### src/rtl/vseq_pkg.sv
// Shared types and sizing helpers for the vector lane sequencer.
// Beat count is ceil(M/LANES); the beat counter carries one spare bit.
package vseq_pkg;

    typedef enum logic [1:0] {
        IDLE = 2'd0,
        RUN  = 2'd1,
        DONE = 2'd2
    } vseqState_t;

    localparam int DEF_N     = 24;
    localparam int DEF_M     = 6;
    localparam int DEF_LANES = 2;

    function automatic int beats(input int m, input int lanes);
        return (m + lanes - 1) / lanes;
    endfunction

    function automatic int beatWidth(input int m, input int lanes);
        return $clog2(beats(m, lanes)) + 1;
    endfunction

    localparam int DEF_BEAT_W = beatWidth(DEF_M, DEF_LANES);

endpackage

### src/rtl/vseq_lane_slice.sv
// Combinational beat slicer: picks the LANES elements for the current beat
// (zero for lanes past element M-1) and builds the result write mask.
module vseq_lane_slice
    import vseq_pkg::*;
#(
    parameter int N      = DEF_N,
    parameter int M      = DEF_M,
    parameter int LANES  = DEF_LANES,
    parameter int BEAT_W = DEF_BEAT_W
) (
    input  logic [BEAT_W-1:0]  beat,
    input  logic [M*N-1:0]     vecA,
    input  logic [M*N-1:0]     vecB,
    input  logic [LANES*N-1:0] laneResult,
    output logic [LANES*N-1:0] laneA,
    output logic [LANES*N-1:0] laneB,
    output logic [M-1:0]       wrMask,
    output logic [M*N-1:0]     wrData
);

    // Element i always maps to lane i%LANES in beat i/LANES, so every index
    // below is a constant after unrolling; unused lanes simply stay zero.
    always_comb begin
        laneA  = '0;
        laneB  = '0;
        wrMask = '0;
        wrData = '0;
        for (int i = 0; i < M; i++) begin
            if (beat == BEAT_W'(i / LANES)) begin
                laneA[(i % LANES)*N +: N] = vecA[i*N +: N];
                laneB[(i % LANES)*N +: N] = vecB[i*N +: N];
                wrMask[i]                 = 1'b1;
            end
            wrData[i*N +: N] = laneResult[(i % LANES)*N +: N];
        end
    end

endmodule

### src/rtl/vec_lane_sequencer.sv
// Time-multiplexes one M-element vector op over LANES lane ALUs in ceil(M/LANES) beats.
// Optional stall-cycle performance counter enabled by defining VSEQ_PERF_CNT_EN.
//
// state | meaning
// IDLE  | waiting for start; accepts and captures operands
// RUN   | issuing one beat per cycle to the lane ALUs
// DONE  | one-cycle done pulse, result stable, pipeline released
module vec_lane_sequencer
    import vseq_pkg::*;
#(
    parameter int N     = DEF_N,
    parameter int M     = DEF_M,
    parameter int LANES = DEF_LANES
) (
    input  logic               clk,
    input  logic               rst,
    input  logic               start,
    input  logic               flush,
    input  logic [3:0]         aluControl,
    input  logic [M*N-1:0]     opA,
    input  logic [M*N-1:0]     opB,
    output logic [LANES*N-1:0] laneA,
    output logic [LANES*N-1:0] laneB,
    output logic [3:0]         laneOp,
    output logic               laneValid,
    input  logic [LANES*N-1:0] laneResult,
    output logic               stall,
    output logic               busy,
    output logic               done,
    output logic [M*N-1:0]     result,
    output logic [31:0]        stallCycles
);

    localparam int NUM_BEATS = beats(M, LANES);
    localparam int BEAT_W    = beatWidth(M, LANES);
    localparam logic [BEAT_W-1:0] LAST_BEAT = BEAT_W'(NUM_BEATS - 1);

    vseqState_t state, stateNext;

    logic [BEAT_W-1:0]  beat;
    logic [M*N-1:0]     capA;
    logic [M*N-1:0]     capB;
    logic [3:0]         capOp;
    logic               accept;
    logic               lastBeat;
    logic [LANES*N-1:0] sliceA;
    logic [LANES*N-1:0] sliceB;
    logic [M-1:0]       wrMask;
    logic [M*N-1:0]     wrData;

    vseq_lane_slice #(
        .N      (N),
        .M      (M),
        .LANES  (LANES),
        .BEAT_W (BEAT_W)
    ) u_slice (
        .beat       (beat),
        .vecA       (capA),
        .vecB       (capB),
        .laneResult (laneResult),
        .laneA      (sliceA),
        .laneB      (sliceB),
        .wrMask     (wrMask),
        .wrData     (wrData)
    );

    assign lastBeat = (beat == LAST_BEAT);

    always_comb begin
        stateNext = state;
        accept    = 1'b0;
        case (state)
            IDLE: begin
                if (start && !flush) begin
                    accept    = 1'b1;
                    stateNext = RUN;
                end
            end
            RUN: begin
                if (lastBeat) stateNext = DONE;
            end
            DONE: stateNext = IDLE;
            default: stateNext = IDLE;
        endcase
        if (flush) stateNext = IDLE;
    end

    always_ff @(posedge clk) begin
        if (rst) begin
            state  <= IDLE;
            beat   <= '0;
            capA   <= '0;
            capB   <= '0;
            capOp  <= '0;
            result <= '0;
        end else begin
            state <= stateNext;
            if (accept) begin
                capA  <= opA;
                capB  <= opB;
                capOp <= aluControl;
                beat  <= '0;
            end else if (flush || state != RUN || lastBeat) begin
                beat <= '0;
            end else begin
                beat <= beat + 1'b1;
            end
            // A flushed beat is not committed; earlier beats stay as written.
            if (state == RUN && !flush) begin
                for (int i = 0; i < M; i++) begin
                    if (wrMask[i]) result[i*N +: N] <= wrData[i*N +: N];
                end
            end
        end
    end

    assign laneValid = (state == RUN);
    assign laneA     = laneValid ? sliceA : '0;
    assign laneB     = laneValid ? sliceB : '0;
    assign laneOp    = capOp;
    assign busy      = (state != IDLE);
    assign done      = (state == DONE);
    assign stall     = accept || (state == RUN);

`ifdef VSEQ_PERF_CNT_EN
    logic [31:0] stallCnt;

    always_ff @(posedge clk) begin
        if (rst) begin
            stallCnt <= '0;
        end else if (stall && stallCnt != '1) begin
            stallCnt <= stallCnt + 32'd1;
        end
    end

    assign stallCycles = stallCnt;
`else
    assign stallCycles = '0;
`endif

endmodule

### config.mk
export PLATFORM = sky130hd
export DESIGN_NAME = vec_lane_sequencer
export DESIGN_NICKNAME = d
export VERILOG_FILES = /design/src/rtl/vseq_pkg.sv /design/src/rtl/vseq_lane_slice.sv /design/src/rtl/vec_lane_sequencer.sv
export SDC_FILE = /design/constraint.sdc
export NUM_CORES = 1
export LEC_CHECK = 0
export CAP_MARGIN = 10
export CORE_AREA = 3 3 243 245
export DETAILED_ROUTE_END_ITERATION = 10
export DIE_AREA = 0 0 246 248
export PLACE_DENSITY_LB_ADDON = 0.2
export SYNTH_ARGS = -nofsm -noshare
export SYNTH_HDL_FRONTEND = slang
export SYNTH_SLANG_ARGS = --single-unit
### constraint.sdc
create_clock -name clk -period 4.4 [get_ports clk]
set_clock_uncertainty 0.15 [all_clocks]
set_input_delay 0.88 -clock clk [delete_from_list [all_inputs] [get_ports clk]]
set_output_delay 0.88 -clock clk [all_outputs]
set_load 0.1 [all_outputs]
==> run metrics <==
outcome=finished, final reports clean; Starting Density=32.7%; Slew Limit Fails=0; postcts setup bufs=0; CTS buffer count=50; Final ANT Viol Nets=0; vias per cell=4.87; CP most frequent cell=buf_4; Layout Nets=3124; required time of the critical path=3.37 ns; Clock Tree Buf Depth=3; worst slew pin tran=1.18 ns; most common cell in the synthesized netlist=nand2_1; CP max stage delay=0.61 ns; synth unique cells=28; Layout area overhead=41.9%; number of synthesized flops with an enable pin=0; YS warnings=0; Worst Path Arrival=3.02 ns; vias in the first global route=~17000; WS Path Type=flip-flop to output pin; first-pass GRT wire length=103000 µm; top post-synthesis cells by area=dfxtp_1 47%, nand2_1 16%, a21oi_1 7.8%; Static Leakage=10.2 nW; Initial DRC Count=~1200; Max-cap violations=0; slowest CP cell=ha_4; Netlist Area Pre-Place=0.0188 mm²; Die W=246 µm; drt drc=0; DRT Wirelength=68900 µm; Post-Syn Instances=around 2300; Finished Layout Cells=approximately 3600; largest net degree at the start of global routing=about 190; Remaining Overflow, GRT=0; top_reg_cell synth=dfxtp_1; routability cong.=0.839; top cell type by total area after synthesis=dfxtp_1; worst path cell trace=inv_1 -> ha_4 -> buf_4 -> nand2_1 -> o21ai_0 -> o221a_2 -> buf_4; DR WL/cell=19.2 µm; RSZ-0062 raised after global routing=false; Clock transition at path regs=0.05 ns; Worst Setup End Kind=output pin; Pwr Density=364 mW/mm²; TritonCTS clock tree=yes; dpl cells=3489; H-tree depth=2; IO Port Bufs=approximately 590; Final Hold Fails=0; Post-synth top cells=778 x nand2_1, 441 x dfxtp_1, 293 x a21oi_1; #FFs+latches synth=441; CTS resizes=0; Placeable Area=0.0574 mm²; slew margin rel.=21.4%; upper clock frequency limit=between 200 and 250 MHz; Worst Path Buf+Inv=3; Tmin final=4.05 ns; asr flop ratio synth=0%; Setup violations, final=0; clk_lat worst skew=0.56 ns; Total GRT Usage=21.4%; I/O pin total=about 620; Die Y=248 µm; die area=0.0610 mm²; 1st-pass router iterations=5; layout cells sized above 1=11.5%; Root Driver=clkbuf_16; CP top delay family=buffers and inverters; initial antenna violation count=12; Max FO, Critical Path=47; Fin Setup TNS=0 ns; Synth top area share=a little under half; Pwr Total=9.68 mW; average size of a mapped cell=8.17 µm²; FP Rows=88; number of hold buffers added after CTS=0; Seq/Total Area, Yosys=between 40 and 50%; Min-Delay Path Class=flip-flop to flip-flop; Vias=17500; Worst setup SP type=flip-flop; maximum vdd drop=~0.00031 V; TritonCTS Sinks=441; Tcrit/Tclk final=92.1%; DPL Wire Length=48000 µm
[cell usage in the layout (no fill, tap or decap), types with 2 or more instances in the layout]
| master | n |
|---|---|
| a21oi_1 | 293 |
| buf_12 | 13 |
| buf_4 | 120 |
| bufinv_16 | 5 |
| clkbuf_1 | 12 |
| clkbuf_16 | 50 |
| clkbuf_8 | 17 |
| clkdlybuf4s50_1 | 491 |
| clkinv_2 | 4 |
| conb_1 | 32 |
| dfxtp_1 | 441 |
| diode_2 | 10 |
| ha_4 | 3 |
| inv_1 | 3 |
| inv_6 | 2 |
| mux2i_1 | 144 |
| nand2_1 | 777 |
| nand2_2 | 2 |
| nand2b_1 | 193 |
| nor2_1 | 5 |
| nor4b_4 | 2 |
| o21ai_0 | 96 |
| o221a_2 | 96 |
[routing by layer]
| metal | up-vias | wire, µm | track usage (%) |
|---|---|---|---|
| met3 | 80 | 5330 | 6.24 |
| li1 | 8512 | - | - |
| met4 | 4 | 1280 | 5.47 |
| met1 | 8387 | 28600 | 26.5 |
| met5 | - | 30 | 0 |
| met2 | 498 | 33700 | 36.5 |
[kinds of logic after synthesis]
family / synth area share (%)
AO/OA/AOI/OAI: 16.1
multiplexers: 7.68
AND/OR/NAND/NOR: 22.7
flip-flops: 47.0
other: 0.0200
buffers and inverters: 6.16
adder cells (fa/ha/maj): 0.267
XOR/XNOR: 0.0467
[final timing paths]
path | start | to | slack (ns) | depth (start not counted)
worst max-delay path | beat[0]$_SDFF_PP0_ | laneB[3] | 0.35 | 7
worst min-delay path | capA[39]$_SDFFE_PP0P_ | capA[39]$_SDFFE_PP0P_ | 0.30 | 2
worst max register to register | beat[0]$_SDFF_PP0_ | result[21]$_SDFFE_PP0P_ | 1.88 | 6
worst min register to register | capA[39]$_SDFFE_PP0P_ | capA[39]$_SDFFE_PP0P_ | 0.30 | 2
[layout make-up]
class                      instances  area, µm²
sequential                       441       8830
tap                              765        957
multi-input combinational       1655       8970
inverter                           3       11.3
clock inverter                    14        220
clock buffer                      79       1530
antenna                           10       25.0
fill                            5635      30700
timing repair buffer             625       6090
[registers in the layout, indices dropped and copies added (netlist names)]
name,cells
capA,144
capB,144
result,144
laneOp,4
beat,3
state,2
[stage by stage]
step           hold slack, ns  util, %  setup slack (ns)  instance area, µm²
5_1_grt                 0.321     46.4             0.140               26600
6_report                0.304     46.4             0.349               26600
2_1_floorplan           0.283        -             0.979               18900
4_1_cts                 0.304     46.4             0.255               26600
3_5_place_dp            0.297     43.3             0.840               24900
3_3_place_gp            0.291     43.3             0.845               24900
[where the power goes]
part           total [mW]  internal [mW]  switching (mW)
clock                4.40           2.68            1.72
combinational        1.09          0.456           0.632
sequential           4.20           4.13          0.0704
[tightest hold or removal path, delay by kind of cell (launching register included)]
family / cells / cell delay, ns
AOI/OAI and AO/OA: 1 / 0.05
DFF: 1 / 0.30
and+or+nand+nor: 1 / 0.05
No activity file was read; power rests on OpenSTA's default activity.
